$ cat src/rtl/mult_div_unit_if.sv
// Operand/result bundle between the control datapath and mult_div_unit.
// MULTDIV_UNSIGNED_EN adds the is_unsigned select for multu/divu.
interface mult_div_unit_if #(
  parameter int WIDTH = 32
);

  logic             mult_start;
  logic             div_start;
  logic [WIDTH-1:0] a_in;
  logic [WIDTH-1:0] b_in;
`ifdef MULTDIV_UNSIGNED_EN
  logic             is_unsigned;
`endif
  logic [WIDTH-1:0] hi_out;
  logic [WIDTH-1:0] lo_out;
  logic             busy;
  logic             done;
  logic             div_zero;

  modport master (
    output mult_start, div_start, a_in, b_in,
`ifdef MULTDIV_UNSIGNED_EN
    output is_unsigned,
`endif
    input  hi_out, lo_out, busy, done, div_zero
  );

  modport slave (
    input  mult_start, div_start, a_in, b_in,
`ifdef MULTDIV_UNSIGNED_EN
    input  is_unsigned,
`endif
    output hi_out, lo_out, busy, done, div_zero
  );

endinterface

$ cat src/rtl/mult_div_unit.sv
// Multicycle radix-2 Booth multiplier / restoring divider producing HI/LO.
// Build option MULTDIV_UNSIGNED_EN enables bus.is_unsigned (multu/divu).
module mult_div_unit #(
  parameter int WIDTH = 32,
  parameter int CNT_W = 6
) (
  input logic            clock,
  input logic            reset,
  mult_div_unit_if.slave bus
);

  localparam int AW = WIDTH + 2;

  typedef enum logic [2:0] {
    S_IDLE = 3'd0,
    S_MULT = 3'd1,
    S_DIV  = 3'd2,
    S_FIX  = 3'd3,
    S_DONE = 3'd4
  } state_t;

  state_t           state_r, state_s;
  logic [CNT_W-1:0] cnt_r;
  logic [AW-1:0]    acc_r;      // Booth partial product / divide remainder
  logic [AW-1:0]    m_r;        // multiplicand or divisor magnitude
  logic [WIDTH-1:0] q_r;        // Booth multiplier / dividend-then-quotient
  logic             qm1_r;
  logic             corr_r;
  logic             neg_q_r;
  logic             neg_rem_r;
  logic [WIDTH-1:0] hi_r, lo_r;
  logic             busy_r, done_r, dz_r;

  logic             uns_s, a_neg_s, b_neg_s, b_zero_s, last_s;
  logic [AW-1:0]    a_ext_s, booth_sum_s, booth_acc_s, div_shift_s, div_trial_s;
  logic [WIDTH-1:0] booth_q_s, prod_hi_s;

  function automatic logic [WIDTH-1:0] cond_neg(input logic [WIDTH-1:0] v, input logic neg);
    return neg ? (~v + WIDTH'(1'b1)) : v;
  endfunction

`ifdef MULTDIV_UNSIGNED_EN
  assign uns_s = bus.is_unsigned;
`else
  assign uns_s = 1'b0;
`endif

  assign a_neg_s  = ~uns_s & bus.a_in[WIDTH-1];
  assign b_neg_s  = ~uns_s & bus.b_in[WIDTH-1];
  assign b_zero_s = (bus.b_in == {WIDTH{1'b0}});
  assign last_s   = (cnt_r == CNT_W'(WIDTH - 1));
  assign a_ext_s  = uns_s ? {2'b00, bus.a_in} : {{2{bus.a_in[WIDTH-1]}}, bus.a_in};

  // Single-iteration Booth and restoring-divide steps; unsigned multiply adds back the multiplier-MSB weight.
  always_comb begin
    booth_sum_s = acc_r;
    case ({q_r[0], qm1_r})
      2'b01:   booth_sum_s = acc_r + m_r;
      2'b10:   booth_sum_s = acc_r - m_r;
      default: booth_sum_s = acc_r;
    endcase
    booth_acc_s = {booth_sum_s[AW-1], booth_sum_s[AW-1:1]};
    booth_q_s   = {booth_sum_s[0], q_r[WIDTH-1:1]};
    if (corr_r) begin
      prod_hi_s = booth_acc_s[WIDTH-1:0] + m_r[WIDTH-1:0];
    end else begin
      prod_hi_s = booth_acc_s[WIDTH-1:0];
    end
    div_shift_s = {acc_r[AW-2:0], q_r[WIDTH-1]};
    div_trial_s = div_shift_s - m_r;
  end

  // Next-state logic.
  always_comb begin
    state_s = state_r;
    case (state_r)
      S_IDLE: begin
        if (bus.mult_start) begin
          state_s = S_MULT;
        end else if (bus.div_start) begin
          state_s = b_zero_s ? S_DONE : S_DIV;
        end else begin
          state_s = S_IDLE;
        end
      end
      S_MULT:  state_s = last_s ? S_DONE : S_MULT;
      S_DIV:   state_s = last_s ? S_FIX : S_DIV;
      S_FIX:   state_s = S_DONE;
      S_DONE:  state_s = S_IDLE;
      default: state_s = S_IDLE;
    endcase
  end

  // State register.
  always_ff @(posedge clock or negedge reset) begin
    if (!reset) begin
      state_r <= S_IDLE;
    end else begin
      state_r <= state_s;
    end
  end

  // Operand capture and iteration datapath.
  always_ff @(posedge clock or negedge reset) begin
    if (!reset) begin
      cnt_r     <= {CNT_W{1'b0}};
      acc_r     <= {AW{1'b0}};
      m_r       <= {AW{1'b0}};
      q_r       <= {WIDTH{1'b0}};
      qm1_r     <= 1'b0;
      corr_r    <= 1'b0;
      neg_q_r   <= 1'b0;
      neg_rem_r <= 1'b0;
    end else begin
      case (state_r)
        S_IDLE: begin
          if (bus.mult_start) begin
            cnt_r  <= {CNT_W{1'b0}};
            acc_r  <= {AW{1'b0}};
            m_r    <= a_ext_s;
            q_r    <= bus.b_in;
            qm1_r  <= 1'b0;
            corr_r <= uns_s & bus.b_in[WIDTH-1];
          end else if (bus.div_start) begin
            cnt_r     <= {CNT_W{1'b0}};
            acc_r     <= {AW{1'b0}};
            m_r       <= {2'b00, cond_neg(bus.b_in, b_neg_s)};
            q_r       <= cond_neg(bus.a_in, a_neg_s);
            neg_q_r   <= a_neg_s ^ b_neg_s;
            neg_rem_r <= a_neg_s;
          end
        end
        S_MULT: begin
          acc_r <= booth_acc_s;
          q_r   <= booth_q_s;
          qm1_r <= q_r[0];
          cnt_r <= cnt_r + CNT_W'(1);
        end
        S_DIV: begin
          if (div_trial_s[AW-1]) begin
            acc_r <= div_shift_s;
            q_r   <= {q_r[WIDTH-2:0], 1'b0};
          end else begin
            acc_r <= div_trial_s;
            q_r   <= {q_r[WIDTH-2:0], 1'b1};
          end
          cnt_r <= cnt_r + CNT_W'(1);
        end
        default: ;
      endcase
    end
  end

  // Registered outputs; HI/LO only change when a result completes, so a zero divisor leaves them intact.
  always_ff @(posedge clock or negedge reset) begin
    if (!reset) begin
      hi_r   <= {WIDTH{1'b0}};
      lo_r   <= {WIDTH{1'b0}};
      busy_r <= 1'b0;
      done_r <= 1'b0;
      dz_r   <= 1'b0;
    end else begin
      busy_r <= (state_s == S_MULT) || (state_s == S_DIV) || (state_s == S_FIX);
      done_r <= (state_s == S_DONE);
      if (state_r == S_IDLE && (bus.mult_start || bus.div_start)) begin
        dz_r <= ~bus.mult_start & b_zero_s;
      end
      if (state_r == S_MULT && last_s) begin
        hi_r <= prod_hi_s;
        lo_r <= booth_q_s;
      end else if (state_r == S_FIX) begin
        hi_r <= cond_neg(acc_r[WIDTH-1:0], neg_rem_r);
        lo_r <= cond_neg(q_r, neg_q_r);
      end
    end
  end

  assign bus.hi_out   = hi_r;
  assign bus.lo_out   = lo_r;
  assign bus.busy     = busy_r;
  assign bus.done     = done_r;
  assign bus.div_zero = dz_r;

endmodule

$ cat src/flat_wrapper.sv
// flat-port wrapper written by rule: the top's interface ports become plain ports
module mult_div_unit_flat 
#(
  parameter int WIDTH = 32,
  parameter int CNT_W = 6
)
  (clock, reset, bus_mult_start, bus_div_start, bus_a_in, bus_b_in, bus_hi_out, bus_lo_out, bus_busy, bus_done, bus_div_zero);
  mult_div_unit_if #(.WIDTH(WIDTH)) bus_i ();
  input logic clock;
  input logic reset;
  input wire logic [$bits(bus_i.mult_start)-1:0] bus_mult_start;
  input wire logic [$bits(bus_i.div_start)-1:0] bus_div_start;
  input wire logic [$bits(bus_i.a_in)-1:0] bus_a_in;
  input wire logic [$bits(bus_i.b_in)-1:0] bus_b_in;
  output wire logic [$bits(bus_i.hi_out)-1:0] bus_hi_out;
  output wire logic [$bits(bus_i.lo_out)-1:0] bus_lo_out;
  output wire logic [$bits(bus_i.busy)-1:0] bus_busy;
  output wire logic [$bits(bus_i.done)-1:0] bus_done;
  output wire logic [$bits(bus_i.div_zero)-1:0] bus_div_zero;
  assign bus_i.mult_start = bus_mult_start;
  assign bus_i.div_start = bus_div_start;
  assign bus_i.a_in = bus_a_in;
  assign bus_i.b_in = bus_b_in;
  assign bus_hi_out = bus_i.hi_out;
  assign bus_lo_out = bus_i.lo_out;
  assign bus_busy = bus_i.busy;
  assign bus_done = bus_i.done;
  assign bus_div_zero = bus_i.div_zero;
  mult_div_unit #(.WIDTH(WIDTH), .CNT_W(CNT_W)) u_core (.clock(clock), .reset(reset), .bus(bus_i));
endmodule
$ cat config.mk
export PLATFORM = sky130hd
export DESIGN_NAME = mult_div_unit_flat
export DESIGN_NICKNAME = d
export VERILOG_FILES = /design/src/rtl/mult_div_unit_if.sv /design/src/rtl/mult_div_unit.sv /design/src/flat_wrapper.sv
export SDC_FILE = /design/constraint.sdc
export NUM_CORES = 1
export LEC_CHECK = 0
export CAP_MARGIN = 5
export CORE_MARGIN = 5
export CORE_UTILIZATION = 50
export CTS_CLUSTER_DIAMETER = 100
export DETAILED_ROUTE_END_ITERATION = 6
export PLACE_DENSITY_LB_ADDON = 0.12
export REMOVE_ABC_BUFFERS = 1
export SETUP_SLACK_MARGIN = 0.15
export SYNTH_ARGS = -nofsm -noshare
export SYNTH_HDL_FRONTEND = slang
export SYNTH_SLANG_ARGS = --single-unit
$ cat constraint.sdc
create_clock -name clock -period 4.8 [get_ports clock]
set_input_delay 0.72 -clock clock [delete_from_list [all_inputs] [get_ports clock]]
set_output_delay 0.72 -clock clock [all_outputs]
set_load 0.05 [all_outputs]
-- Word level (Yosys, flattened, before mapping)
Cells that the tools add are included.
- equality and inequality tests: 12
- bitwise operators: 7
- multiplexer cells: 30
- add/subtract/negate cells: 8
- reductions and logical operators: 18
- operator list (kind ; count):
    $mux 32 ; 10
    $mux 34 ; 5
    $add 32x1->32 const B ; 4
    $not 32->32 ; 4
    $pmux 34 s3 ; 1
    $pmux 32 s3 ; 1
    $pmux 34 s2 ; 1
    $sub 34x34->34 ; 2
    $add 34x34->34 ; 1
    $logic_not 32->1 ; 1
    $eq 3x2->1 const B ; 4
    $mux 3 ; 4
    $mux 6 ; 2
    $pmux 3 s4 ; 1
    $pmux 6 s2 ; 1
    $reduce_and 2->1 ; 4
    $reduce_bool 2->1 ; 4
    $add 6x1->6 const B ; 1
    $eq 3x1->1 const B ; 2
    $eq 6x5->1 const B ; 1
    $eq 3x3->1 const B ; 1
    $logic_not 3->1 ; 1
    $logic_or 1x1->1 ; 3
    $mux 1 ; 3
    other kinds (12) ; 13
- logic and storage cells: 88
- output and inout port bits: 67
- bits in registers: 179
- input port bits: 68

-- Logic depth before layout (Yosys ltp)
Gate-level depths: netlist (run 1).
- word-level depth: 8
- gate-level depth with buffers: 21
- depth with buffers taken out: 20

-- Worst setup path before layout (run 1)
Ideal clock, no wire load.
- kind: register -> register
- start: register u_core.m_r[1]
- end: register u_core.acc_r[29]
- stages on the path, launching flop included: 20
- required time: 4.674 ns
- period minus slack after synthesis: 4.030 ns
- path slack: 0.770 ns
- setup time: 0.126 ns
- buffers on the path: 0
- arrival: 3.904 ns
- path through: dfrtp_1 -> inv_1 -> ha_1 -> nor2b_1 -> and3_1 -> and2_1 -> nand2_1 -> nor3_1 -> nor2_1 -> xnor2_1 -> ha_1 -> a21o_1 -> a221oi_1 -> o21ai_0 -> a21oi_1 -> nor2_1 -> o31a_1 -> nor3_1 -> o31ai_1 -> a221o_1
- cells in the longest elaborated chain, start to end: 3
- elaborated cells between the ends (all ways): 6
- classes of those cells: 3 x add/sub; 3 x mux
- RTL lines (item ; line ; source):
    from (decl) ; mult_div_unit.sv:25 ; logic [AW-1:0] m_r;
    from (signal assigned) ; mult_div_unit.sv:108 ; m_r <= {AW{1'b0}};
    from (signal assigned) ; mult_div_unit.sv:120 ; m_r <= a_ext_s;
    from (signal assigned) ; mult_div_unit.sv:127 ; m_r <= {2'b00, cond_neg(bus.b_in, b_neg_s)};
    $sub 34x34->34, or another cell as far along ; mult_div_unit.sv:59 ; 2'b10: booth_sum_s = acc_r - m_r;
    $pmux 34 s2 or $mux 34 (tied branches) ; mult_div_unit.sv:57, mult_div_unit.sv:140 ;
    $pmux 34 s3 * ; mult_div_unit.sv:115 ; case (state_r)
    to (signal assigned) ; mult_div_unit.sv:119 ; acc_r <= {AW{1'b0}};
    to (signal assigned) ; mult_div_unit.sv:126 ; acc_r <= {AW{1'b0}};
    to (signal assigned) ; mult_div_unit.sv:134 ; acc_r <= booth_acc_s;
    to (decl) ; mult_div_unit.sv:24 ; logic [AW-1:0] acc_r;
Mark *: on every way between the ends. The rest lies on a longest branch, timed or not.
A chain may end at the register's enable or synchronous reset.

-- Final worst setup path (run 1)
- start: register u_core.m_r[2]
- end: register u_core.acc_r[29]
Same word-level chain as after synthesis.

==> implementation parameters, run 1 <==
Parameter                              Value

Synth
  Number of synthesized register bits    178
  Async set-reset flop share out of synthesis    100%
  Distinct cells, synth    71
  Number of flops mapped to enable cells by yosys    0
  Synth Instances    2019
  Post-synth top flop    sky130_fd_sc_hd__dfrtp_1
  Synth warnings    0
  Avg Cell Area, Syn    7.68 um^2
  Synth Cell Area    15500 um^2
  Sequential fraction of the synthesis area    28.7%

CTS
  Buffer levels on the longest clock path    2
  Post-CTS clock slew at the launch and capture registers of the worst setup and hold paths    80 ps
  Level count of the clock H-tree    4
  Inserted Clock Buffers    17
  Post-CTS Repair Setup Buffers    0
  TritonCTS clock tree    yes
  Clock net sink count    178
  Root Buffer    sky130_fd_sc_hd__clkbuf_16
  Clock Latency Late Sink    460 ps

Die
  Initial standard-cell utilization of the core    50.7%
  Die width    186 um
  DIE AREA    34600 um^2
  Core Box Area    30600 um^2
  Top-level I/O count    135
  Cell row count    64
  Floorplan die height    186 um

Run
  Reported max-cap violation count    0

Timing
  Final max-slew violation count    0
  Setup slack after layout    483 ps
  Final Critical Period    4320 ps
  Period Utilization, post-route    89.9%
  Worst clock skew    10.7 ps
  Final setup violation count    0
  Achievable frequency    0.232 GHz
  Number of hold violations in the final report    0
  Transition at the pin with the smallest max-transition slack    1190 ps
  Unrepaired setup endpoints after global routing    false
  Fin Setup TNS    0 ps
  Worst rel slew slack    20.8%
  Hold WS    339 ps

Global routing
  Via count of the first global-routing pass    14300
  Global-route usage over all layers    27.9%
  Number of antenna violations at the first check in global routing    0
  Maximum number of pins on one net before global-route repair    102
  Global-route wire length before repair    77.5 mm
  Remaining global-route overflow    0

Layout
  Ratio of cells with drive above 1 in the final layout    4.70%
  Top library cells by usage in the layout, fill and taps aside    sky130_fd_sc_hd__nand2_1 (249), sky130_fd_sc_hd__o21ai_0 (238), sky130_fd_sc_hd__a21oi_1 (189)
  Non-filler instance count after layout    2483
  Leading cell type in the layout, fill and taps excluded    sky130_fd_sc_hd__nand2_1
  Post-layout nets    2218
  Area added between synthesis and finish    14.0%
  ANT cells    0

Route
  Number of antenna-violating nets in the routed design    0
  Total vias in the final route    15100
  Vias per std cell    6.09
  Detailed router's first-iteration violation count    1418
  Routed wire length    48.0 mm
  DRC    0
  Final routed wire length divided by cell count    19.3 um
  Total iterations of the first detailed-routing run    6

Critical path
  Setup CP Type    reg -> reg
  Peak fanout along the critical path    7
  Register-to-register setup slack    480 ps
  Worst reg2reg path depth    16
  Required arrival time at the worst endpoint    5150 ps
  Capturing element type of the critical path    flip-flop
  WP data arrival    4670 ps
  Startpoint type of the worst setup path    flip-flop

Worst hold path
  Class of the tightest hold or removal check    in -> async

Placement
  Post-DP HPWL    35.7 mm
  Number of cells after detailed placement    2452
  Final GP Congestion    0.938
  Post-place setup slack    305 ps
  IO buf count    134

Run status
  Outcome    finished clean
## cell usage after synthesis (6+ instances only)
master / count / share of area [%]
sky130_fd_sc_hd__or3_1: 15 / 0.61
sky130_fd_sc_hd__ha_1: 73 / 5.9
sky130_fd_sc_hd__o21a_1: 14 / 0.68
sky130_fd_sc_hd__buf_1: 15 / 0.36
sky130_fd_sc_hd__buf_2: 11 / 0.36
sky130_fd_sc_hd__xnor2_1: 110 / 6.2
sky130_fd_sc_hd__o31ai_1: 37 / 1.8
sky130_fd_sc_hd__o21ai_0: 240 / 7.7
sky130_fd_sc_hd__dfrtp_1: 178 / 29
sky130_fd_sc_hd__mux2i_1: 44 / 2.8
sky130_fd_sc_hd__a31oi_1: 34 / 1.4
sky130_fd_sc_hd__o211ai_1: 8 / 0.39
sky130_fd_sc_hd__nor2_1: 175 / 4.2
sky130_fd_sc_hd__or4_1: 20 / 0.97
sky130_fd_sc_hd__nand3_1: 35 / 1.1
sky130_fd_sc_hd__a41oi_1: 8 / 0.45
sky130_fd_sc_hd__a21o_1: 28 / 1.4
sky130_fd_sc_hd__nand4_1: 10 / 0.40
sky130_fd_sc_hd__clkbuf_1: 101 / 2.4
sky130_fd_sc_hd__inv_1: 66 / 1.6
sky130_fd_sc_hd__nor3_1: 23 / 0.74
sky130_fd_sc_hd__nand2b_1: 13 / 0.52
sky130_fd_sc_hd__o221ai_1: 9 / 0.51
sky130_fd_sc_hd__xor2_1: 95 / 5.4
sky130_fd_sc_hd__nor2b_1: 13 / 0.52
sky130_fd_sc_hd__a21oi_1: 191 / 6.2
sky130_fd_sc_hd__and3_1: 14 / 0.56
sky130_fd_sc_hd__a22oi_1: 17 / 0.82
sky130_fd_sc_hd__o21bai_1: 6 / 0.29
sky130_fd_sc_hd__and2_1: 10 / 0.40
sky130_fd_sc_hd__a211oi_1: 15 / 0.73
sky130_fd_sc_hd__nand2_1: 249 / 6.0
sky130_fd_sc_hd__a221oi_1: 26 / 1.5
sky130_fd_sc_hd__o41ai_1: 16 / 0.90
sky130_fd_sc_hd__o22ai_1: 9 / 0.36
sky130_fd_sc_hd__nor4_1: 14 / 0.56
sky130_fd_sc_hd__a22o_1: 7 / 0.40
## logic make-up after synthesis
logic type                 count (synthesis)  share of synthesized area (%)
AOI/OAI and AO/OA                        705                           27.7
xor gates and xnor gates                 205                           11.6
buffers and inverters                    197                           4.95
DFF                                      178                           28.7
adders and majority gates                 75                           6.15
muxes                                     47                           3.06
and+or+nand+nor                          612                           17.8
## stage by stage
stage	area (um^2)	utilization (%)
global placement	17100	55.9
finish	17700	57.8
global route	17700	57.8
detailed placement	17100	55.9
floorplan	15000	-
CTS	17700	57.7
## flip-flops by register name (all words and copies together), names as in the netlist, 3 cells and up
name               count
u_core.m_r            33
u_core.bus.lo_out     32
u_core.bus.hi_out     32
u_core.q_r            32
u_core.state_r         3
u_core.acc_r          34
u_core.cnt_r           6
## per-layer routing
layer | wire (um) | track usage [%]
met5 | 0 | 0
met4 | 770 | 7.02
met1 | 21700 | 39.3
met3 | 3870 | 5.43
met2 | 21600 | 44.1
## worst paths after layout
kind | from | endpoint
worst min register to register | u_core.bus.hi_out[10] | u_core.bus.hi_out[10]
worst max-delay path | u_core.m_r[2] | u_core.acc_r[29]
max in group asynchronous | reset | u_core.m_r[4]
worst max register to register | u_core.m_r[2] | u_core.acc_r[29]
min in group clock | u_core.bus.hi_out[10] | u_core.bus.hi_out[10]
worst min-delay path | reset | u_core.bus.hi_out[4]
## area by class of cell
| class | count | area (um^2) |
|---|---|---|
| Fill cell | 2907 | 12900 |
| Multi-Input combinational cell | 1644 | 10300 |
| Sequential cell | 178 | 4450 |
| Timing Repair Buffer | 167 | 1590 |
| Tap cell | 396 | 495 |
| Clock buffer | 21 | 480 |
| Inverter | 67 | 251 |
| Clock inverter | 10 | 73.8 |
## worst max-delay path, stage by stage, from the launching register on
cell                       delay [ps]
sky130_fd_sc_hd__dfrtp_1          450
sky130_fd_sc_hd__nor3_1           390
sky130_fd_sc_hd__and4_1           360
sky130_fd_sc_hd__and3_1           210
sky130_fd_sc_hd__a31oi_1          100
sky130_fd_sc_hd__xnor2_1          200
sky130_fd_sc_hd__ha_1             340
sky130_fd_sc_hd__a21o_1           200
sky130_fd_sc_hd__a21o_1           170
sky130_fd_sc_hd__a221oi_1         360
sky130_fd_sc_hd__o21ai_0          180
sky130_fd_sc_hd__a21oi_2          200
sky130_fd_sc_hd__nor2_1           100
sky130_fd_sc_hd__o31a_1           270
sky130_fd_sc_hd__nor3_1           210
sky130_fd_sc_hd__o31ai_1          110
sky130_fd_sc_hd__a221o_1          350
## timing repair
item | in CTS | in global routing
endpoints found under the hold margin | 0 | 0
hold buffers | 0 | 0
resized for setup | 0 | 10
setup endpoints to repair | 0 | 17
Power of run 1 is left out: the tool's default activity adds up to more than one toggle a clock period on the data nets, which glitch-free logic cannot reach.
==> run 2, diff against run 1 <==
Settings changed: CTS_BUF_LIST set to sky130_fd_sc_hd__clkbuf_2 sky130_fd_sc_hd__clkbuf_4 sky130_fd_sc_hd__clkbuf_8, SLEW_MARGIN set to 20.
==> run 2 against run 1 <==
Critical path type unchanged. Hold slack worse by 42 ps. Clock skew rose by 8.8 ps. Largest cell class unchanged. Via count shrank 0.86%. Final cell count is the same. Global-route usage decreased by 0.18 points. Register-to-register slack is essentially flat. Cell area shrank 1.1%.
==> implementation parameters, run 2 (same netlist as run 1, synthesis figures left out) <==
Parameter                              Value

CTS
  Clock Latency Late Sink    510 ps (+50 ps)
  Root Buffer    sky130_fd_sc_hd__clkbuf_8
  Inserted Clock Buffers    17 (unchanged)
  Buffer levels on the longest clock path    2 (unchanged)
  Clock net sink count    178 (unchanged)
  Post-CTS clock slew at the launch and capture registers of the worst setup and hold paths    110 ps (+30 ps)
  TritonCTS clock tree    yes
  Level count of the clock H-tree    4 (unchanged)

Timing
  Transition at the pin with the smallest max-transition slack    1070 ps (-119 ps)
  Worst clock skew    19.4 ps (+8.76 ps)
  Unrepaired setup endpoints after global routing    false
  Hold WS    297 ps (-42.2 ps)
  Worst rel slew slack    28.7% (+7.9 points)
  Final setup violation count    0 (unchanged)
  Period Utilization, post-route    89.7% (-0.28 points)
  Achievable frequency    0.232 GHz (+0.31%)
  Final max-slew violation count    0 (unchanged)
  Final Critical Period    4300 ps (-13.5 ps)
  Setup slack after layout    496 ps (+13.5 ps)
  Number of hold violations in the final report    0 (unchanged)

Critical path
  WP data arrival    4710 ps (+40 ps)
  Setup CP Type    reg -> reg
  Largest incremental delay on the critical path    460 ps (about the same)
  Ordered list of cells on the worst path    nor3_1 -> and4_1 -> and3_1 -> a31oi_1 -> xnor2_1 -> ha_1 -> a21o_1 -> a21o_1 -> a221oi_1 -> o21ai_0 -> a21oi_2 -> nor2_1 -> o31a_1 -> nor3_1 -> o31ai_1 -> a221o_1
  Capturing element type of the critical path    flip-flop
  Peak fanout along the critical path    7 (unchanged)
  Startpoint type of the worst setup path    flip-flop
  Delay-heaviest family, CP    compound AO/OA/AOI/OAI gates
  Total buffers and inverters traversed by the critical path    0 (unchanged)
  Required arrival time at the worst endpoint    5210 ps (+60 ps)
  Register-to-register setup slack    500 ps (about the same)
  Slowest stage cell, crit path    sky130_fd_sc_hd__dfrtp_1

Global routing
  Global-route usage over all layers    27.7% (-0.18 points)
  Number of antenna violations at the first check in global routing    0 (unchanged)
  Global-route wire length before repair    77.1 mm (-0.55%)
  Via count of the first global-routing pass    14200 (-0.38%)
  Maximum number of pins on one net before global-route repair    102 (unchanged)
  Remaining global-route overflow    0 (unchanged)

Layout
  Register name with the most flops    u_core.acc_r
  Area added between synthesis and finish    12.8%
  Flip-flop count of the largest register after layout    34 (unchanged)
  Post-layout nets    2218 (unchanged)
  Fillers    2929 (+0.76%)
  Leading cell type in the layout, fill and taps excluded    sky130_fd_sc_hd__nand2_1
  Ratio of cells with drive above 1 in the final layout    4.74% (+0.048 points)
  ANT cells    0 (unchanged)
  Registers with the most flip-flops    u_core.acc_r (34), u_core.m_r (33)
  Share of the core filled with cells in the final layout    57.2% (-0.62 points)
  Top library cells by usage in the layout, fill and taps aside    sky130_fd_sc_hd__nand2_1 (249), sky130_fd_sc_hd__o21ai_0 (238), sky130_fd_sc_hd__a21oi_1 (189)

Placement
  IO buf count    134 (unchanged)
  Post-place setup slack    305 ps (unchanged)
  Final GP Congestion    0.938 (unchanged)
  Post-DP HPWL    35.7 mm (unchanged)

Route
  Number of antenna-violating nets in the routed design    0 (unchanged)
  Routed wire length    47.7 mm (-0.63%)
  Total vias in the final route    15000 (-0.86%)
  Total iterations of the first detailed-routing run    6 (unchanged)
  Final routed wire length divided by cell count    19.2 um (-0.63%)
  Vias per std cell    6.04 (-0.86%)
  Detailed router's first-iteration violation count    1390 (-2.0%)
  DRC    0 (unchanged)

Worst hold path
  Class of the tightest hold or removal check    in -> async

Die
  Floorplan die height    186 um (unchanged)
  Die width    186 um (unchanged)
  Core Box Area    30600 um^2 (unchanged)
  Top-level I/O count    135 (unchanged)
  Cell row count    64 (unchanged)
  Initial standard-cell utilization of the core    50.7% (unchanged)
  DIE AREA    34600 um^2 (unchanged)

Run
  Reported max-cap violation count    0 (unchanged)

Run status
  Outcome    finished clean
==> run 2: layout make-up <==
cell class                      instances  area, um^2  share of cell area [%]
Multi-Input combinational cell       1644       10300                    59.1
Sequential cell                       178        4460                    25.5
Timing Repair Buffer                  167        1590                    9.09
Tap cell                              396         495                    2.83
Clock buffer                           21         289                    1.65
Inverter                               67         251                    1.44
Clock inverter                         10        73.8                   0.422
==> run 2: per-stage QoR <==
step	instance area, um^2	std cells	TNS, ps
after CTS	17500	2483	0
after global placement	17100	2452	0
final	17500	2483	0
after floorplan	15000	1889	-5660
after global routing	17500	2483	0
after detailed placement	17100	2452	0
==> run 2: what timing repair did <==
| item | in CTS | in global routing |
|---|---|---|
| hold buffers | 0 | 0 |
| resized for setup | 0 | 10 |
| endpoints found under the setup margin | 0 | 17 |
| buffers inserted | 0 | 0 |
==> run 2: routing by layer <==
metal  GRT usage [%]  up-vias  wire length [um]
met1            39.3     7053             22000
met5               0        -                 0
li1                -     7375                 -
met4            6.35        0               612
met2            44.2      530             21800
met3            5.00       41              3340
==> run 2: path summary, 6_finish.rpt <==
kind / cells after the start / end / startpoint
max: 16 / u_core.acc_r[29] / u_core.m_r[2]
min: 1 / u_core.bus.hi_out[4] / reset
max reg2reg: 16 / u_core.acc_r[29] / u_core.m_r[2]
min reg2reg: 1 / u_core.bus.hi_out[10] / u_core.bus.hi_out[10]
max in group asynchronous: 2 / u_core.neg_rem_r / reset
min in group clock: 1 / u_core.bus.hi_out[10] / u_core.bus.hi_out[10]
Power of run 2 is left out for the same reason.
==> run 3, diff against run 2 <==
Settings changed: MAX_ROUTING_LAYER set to met4.
==> run 3 against run 2 <==
Critical path depth increased by 2. First-iteration DRC count decreased by 13%. Count of clock-buffer cells in the layout decreased by 4. Clock skew increased by 0.83 ps.
==> implementation parameters, run 3 (same netlist as run 1, synthesis figures left out) <==
Parameter                              Value

Die
  Initial standard-cell utilization of the core    50.7% (unchanged)
  Top-level I/O count    135 (unchanged)
  Die width    186 um (unchanged)
  Floorplan die height    186 um (unchanged)
  Core Box Area    30600 um^2 (unchanged)
  Cell row count    64 (unchanged)
  DIE AREA    34600 um^2 (unchanged)

Global routing
  Remaining global-route overflow    0 (unchanged)
  Number of antenna violations at the first check in global routing    0 (unchanged)
  Via count of the first global-routing pass    14500 (+2.1%)
  Met2 usage    43.4% (-0.80 points)
  Global-route usage over all layers    28.6% (+0.89 points)
  Busiest layer in global routing    met2
  Met3 track demand over resource in global routing    5.08% (+0.078 points)
  Routing usage on met1    39.1% (-0.17 points)
  Maximum number of pins on one net before global-route repair    118 (+16%)
  Global-route wire length before repair    77.3 mm (+0.25%)

CTS
  Clock Latency Late Sink    510 ps (about the same)
  Post-CTS Repair Setup Buffers    0 (unchanged)
  Post-CTS clock slew at the launch and capture registers of the worst setup and hold paths    120 ps (about the same)
  Level count of the clock H-tree    4 (unchanged)
  Clock net sink count    178 (unchanged)
  Buffer levels on the longest clock path    2 (unchanged)
  Inserted Clock Buffers    17 (unchanged)
  Hold_buf cts    0 (unchanged)
  Root Buffer    sky130_fd_sc_hd__clkbuf_8
  TritonCTS clock tree    yes
  Post-cts gate resize count    0 (unchanged)

Worst hold path
  Class of the tightest hold or removal check    in -> async

Critical path
  WP data arrival    4790 ps (+80 ps)
  Register-to-register setup slack    350 ps (-140 ps)
  Startpoint type of the worst setup path    flip-flop
  Capturing element type of the critical path    flip-flop
  Startpoint of the worst register-to-register path    u_core.m_r[1]
  Setup CP Type    reg -> reg
  Worst reg2reg path depth    18 (+2)
  Required arrival time at the worst endpoint    5140 ps (-70 ps)
  Peak fanout along the critical path    5 (-2)
  End of the worst register-to-register path    u_core.bus.hi_out[26]

Layout
  Fillers    2948 (+0.65%)
  Register name with the most flops    u_core.acc_r
  Flip-flop count of the largest register after layout    34 (unchanged)
  Registers with the most flip-flops    u_core.acc_r (34), u_core.m_r (33)
  Final non-filler cell area    17500 um^2 (+0.32%)
  Ratio of cells with drive above 1 in the final layout    4.75% (about the same)
  Leading cell type in the layout, fill and taps excluded    sky130_fd_sc_hd__nand2_1
  ANT cells    0 (unchanged)
  Non-filler instance count after layout    2482 (-0.040%)
  Area added between synthesis and finish    13.2%
  Share of the core filled with cells in the final layout    57.4% (+0.18 points)
  Post-layout nets    2216 (-0.090%)
  Top library cells by usage in the layout, fill and taps aside    sky130_fd_sc_hd__nand2_1 (249), sky130_fd_sc_hd__o21ai_0 (240), sky130_fd_sc_hd__a21oi_1 (189)

Route
  Final routed wire length divided by cell count    19.3 um (+0.21%)
  Total iterations of the first detailed-routing run    7 (+1)
  Vias per std cell    6.04 (about the same)
  Detailed router's first-iteration violation count    1208 (-13%)
  Total vias in the final route    15000 (-0.067%)
  DRC    0 (unchanged)
  Routed wire length    47.8 mm (+0.17%)
  Number of antenna-violating nets in the routed design    0 (unchanged)

Timing
  Final max-slew violation count    0 (unchanged)
  Final setup violation count    0 (unchanged)
  Worst clock skew    20.2 ps (+0.828 ps)
  Period Utilization, post-route    92.7% (+3.0 points)
  Unrepaired setup endpoints after global routing    true
  Worst rel slew slack    29.1% (+0.31 points)
  Number of hold violations in the final report    0 (unchanged)
  Transition at the pin with the smallest max-transition slack    1060 ps (-4.70 ps)
  Achievable frequency    0.225 GHz (-3.2%)
  Final Critical Period    4450 ps (+144 ps)

Run status
  Outcome    finished clean

Placement
  Number of cells after detailed placement    2450 (-0.082%)
  Post-DP HPWL    35.6 mm (-0.37%)
  Standard cell area after detailed placement    17100 um^2 (about the same)
  IO buf count    134 (unchanged)
  Final GP Congestion    0.967 (+3.0%)

Run
  Reported max-cap violation count    0 (unchanged)
## run 3: layout make-up
type / instances / area (um^2) / area share (%)
multi-input combinational: 1644 / 10400 / 59.1
sequential: 178 / 4460 / 25.4
timing repair buffer: 165 / 1600 / 9.12
tap: 396 / 495 / 2.82
inverter: 67 / 251 / 1.43
clock buffer: 17 / 234 / 1.33
clock inverter: 15 / 145 / 0.827
## run 3: per-layer routing
metal	share of wire, %	vias to the layer above
li1	-	7386
met1	46	7026
met2	44	516
met3	7.1	61
met4	2.5	0
met5	0	-
## run 3: critical path, stage by stage (launching register included)
cell,delay [ps]
sky130_fd_sc_hd__dfrtp_1,430
sky130_fd_sc_hd__inv_1,170
sky130_fd_sc_hd__ha_1,190
sky130_fd_sc_hd__nor2b_1,210
sky130_fd_sc_hd__and3_1,240
sky130_fd_sc_hd__and2_1,200
sky130_fd_sc_hd__buf_4,140
sky130_fd_sc_hd__a21oi_1,70
sky130_fd_sc_hd__xnor2_1,190
sky130_fd_sc_hd__ha_1,320
sky130_fd_sc_hd__a21oi_1,160
sky130_fd_sc_hd__o21ai_0,180
sky130_fd_sc_hd__a311oi_2,440
sky130_fd_sc_hd__a31oi_4,140
sky130_fd_sc_hd__a31oi_1,450
sky130_fd_sc_hd__o21ai_0,270
sky130_fd_sc_hd__nor2_1,200
sky130_fd_sc_hd__mux2i_1,200
sky130_fd_sc_hd__a31oi_1,90
## run 3: stage by stage
stage | setup TNS, ps | setup slack (ps) | hold slack [ps]
after floorplan | -5660 | -211 | 424
after global placement | 0 | 371 | 457
after detailed placement | 0 | 215 | 464
after CTS | 0 | 177 | 369
after global routing | 0 | 116 | 423
final | 0 | 352 | 359
## run 3: worst max-delay path by stage
stage	cells past startpoint	end	slack, ps	from
after floorplan	7	u_core.acc_r[19]	-210	u_core.state_r[1]
after global placement	19	u_core.acc_r[29]	370	u_core.m_r[1]
after detailed placement	19	u_core.acc_r[29]	220	u_core.m_r[1]
after CTS	19	u_core.acc_r[29]	180	u_core.m_r[1]
after global routing	20	u_core.acc_r[29]	120	u_core.m_r[1]
final	18	u_core.bus.hi_out[26]	350	u_core.m_r[1]
Power of run 3 is left out for the same reason.
==> RTL edit, RTL diff (config.mk and constraints of run 3) <==
`CNT_W` is set to 6 in 2 places; all go to 12.
--- a/src/rtl/mult_div_unit.sv
+++ b/src/rtl/mult_div_unit.sv
@@ -3,5 +3,5 @@
 module mult_div_unit #(
   parameter int WIDTH = 32,
-  parameter int CNT_W = 6
+  parameter int CNT_W = 12
 ) (
   input logic            clock,
--- a/src/flat_wrapper.sv
+++ b/src/flat_wrapper.sv
@@ -3,5 +3,5 @@
 #(
   parameter int WIDTH = 32,
-  parameter int CNT_W = 6
+  parameter int CNT_W = 12
 )
   (clock, reset, bus_mult_start, bus_div_start, bus_a_in, bus_b_in, bus_hi_out, bus_lo_out, bus_busy, bus_done, bus_div_zero);
Behaviour: no difference found for any inputs over 10 cycles, from zero or initial values and one cycle with reset low; that may be too few to reach the edited logic, so the function may still have changed.
==> RTL edit against run 3 <==
Wire length grew 14%; core utilization grew 0.44 points; first-iteration DRC count grew 15%; setup slack gained 90 ps; sequential cell count grew 6; synthesized area grew 6.8%; cell area grew 7.4%; global-route usage grew 1.8 points; via count grew 7.6%; sequential share of layout area shrank 0.96 points; critical endpoint is now u_core.acc_r[32]$_DFFE_PN0P_; highest routed layer unchanged.
Power is left out: the tool's default activity adds up to more than one toggle a clock period on the data nets, which glitch-free logic cannot reach.
==> RTL edit: results (changes against run 3) <==
Logic synthesis
  • Asr flop ratio synth: 1.00 (unchanged)
  • Most common cell in the synthesized netlist: nand2_1
  • Distinct cells, synth: 85 (+20%)
  • Most frequent cells after synthesis: 231 x nand2_1, 197 x nor2_1, 189 x o21ai_0
  • Ranking of synthesized cells by area: dfrtp_1 28%, xnor2_1 6.0%, o21ai_0 5.7%
  • Synth warn: 0 (unchanged)
  • Primary FF master, synth: dfrtp_1
  • Seq/Total Area, Yosys: 0.278 (-0.00913)

Critical path
  • Critical path's top delay family: simple AND/OR/NAND/NOR gates
  • Arrival time worst endpoint: 4750 ps (-40 ps)
  • RR Startpoint: u_core.m_r[3]$_DFFE_PN0P_
  • Max incr delay on CP: 600 ps (+150 ps)
  • Crit-path max FO: 5 (unchanged)
  • Crit path max-delay cell type: or4_1
  • R2R depth: 15 (-3)
  • Register-to-Register Setup Slack: 440 ps (+90 ps)
  • R2R Path End: u_core.acc_r[32]$_DFFE_PN0P_

Timing
  • Slew Limit Fails: 0 (unchanged)
  • Skew final: 24.9 ps (+4.64 ps)
  • Worst slew margin: 0.253 (-0.0378)

Finish
  • # diodes: 0 (unchanged)
  • Nets: 2333 (+5.3%)
  • Share of cells above drive strength 1: 0.0682 (+0.0207)
  • Largest regs: u_core.acc_r: 34 flops, u_core.m_r: 33 flops

Clock tree
  • Clock transition at path regs: 110 ps
  • H-tree Lvls: 4 (unchanged)
  • CTS root buf: clkbuf_8
  • CTS Buffer Depth: 2 (unchanged)
  • Clk_lat worst skew: 520 ps
  • Num CTS Buffers: 17 (unchanged)

GRT
  • Maximum number of pins on one net before global-route repair: 98 (-17%)
  • Vias in the first global route: 15300 (+5.2%)
  • Initial antenna violation count: 0 (unchanged)
  • GRT Util Overall: 0.304 (+0.0184)
  • First-pass GRT wire length: 86.0 mm (+11%)

Detailed routing
  • Starting DRT DRC Count: 1393 (+15%)
  • Routed WL per cell: 20.6 um (+7.1%)
  • Via count: 16100 (+7.6%)
  • First-pass DRT Iterations: 7 (unchanged)

Place
  • Final GP Congestion: 0.973 (+0.62%)
  • Detailed Place HPWL: 41.3 mm (+16%)
  • Port bufs: 134 (unchanged)

Outcome
  • Status: finished clean

Min path
  • HP Class: input port to asynchronous set/reset pin
[RTL edit: repair_timing]
action | 4_1_cts | 5_1_grt
hold buffers | 0 | 0
gates resized for setup | 0 | 15
setup buffers | 0 | 1
setup endpoints to repair | 0 | 13
[RTL edit: final cells by class]
cell class              instances  area (um2)
fillers                      3112       13800
multi-input cells            1719       11200
flip-flops and latches        184        4610
repair buffers                198        1850
well taps                     442         553
inverters                      70         263
clock buffers                  18         241
clock inverters                12         145
[RTL edit: worst max-delay path by stage]
| stage | startpoint | end | slack, ps | cells past startpoint |
|---|---|---|---|---|
| 4_1_cts | u_core.m_r[11]$_DFFE_PN0P_ | u_core.acc_r[32]$_DFFE_PN0P_ | 180 | 16 |
| 6_report | u_core.m_r[3]$_DFFE_PN0P_ | u_core.acc_r[32]$_DFFE_PN0P_ | 440 | 15 |
| 3_5_place_dp | u_core.m_r[11]$_DFFE_PN0P_ | u_core.acc_r[32]$_DFFE_PN0P_ | 230 | 16 |
| 5_1_grt | u_core.m_r[3]$_DFFE_PN0P_ | u_core.bus.hi_out[28]$_DFFE_PN0P_ | 170 | 16 |
| 3_3_place_gp | u_core.m_r[11]$_DFFE_PN0P_ | u_core.acc_r[32]$_DFFE_PN0P_ | 230 | 16 |
| 2_1_floorplan | u_core.cnt_r[0]$_DFFE_PN0P_ | u_core.bus.hi_out[28]$_DFFE_PN0P_ | -670 | 5 |
[RTL edit: logic make-up after synthesis]
logic type                 synth area share
and+or+nand+nor                       0.193
muxes                                0.0365
adders and majority gates            0.0576
DFF                                   0.278
AOI/OAI and AO/OA                     0.277
buffers and inverters                0.0509
xor gates and xnor gates              0.107
[RTL edit: metrics by stage]
step                      cells  utilization  hold slack, ps  worst slack [ps]  area [um2]
final                      2643        0.578             279               442       18900
after floorplan            1973            -             424              -669       16000
after global placement     2612        0.564             460               232       18400
after CTS                  2642        0.576             297               180       18800
after global routing       2643        0.578             337               170       18900
after detailed placement   2612        0.564             462               226       18400
[RTL edit: metal layers]
layer / track usage / vias to the layer above / wire length, um
met3: 0.0362 / 71 / 2960
met2: 0.477 / 512 / 25000
met5: - / - / 0
met4: 0.0727 / 0 / 1130
li1: - / 7807 / -
met1: 0.423 / 7740 / 25500
[RTL edit: worst register-to-register path, delay by kind of cell (launching register included)]
| kind | cells | cell delay [ps] |
|---|---|---|
| buf+inv | 1 | 170 |
| fa+ha+maj | 1 | 340 |
| compound gates | 5 | 850 |
| flops | 1 | 430 |
| simple gates | 6 | 1930 |
| xor+xnor | 2 | 510 |
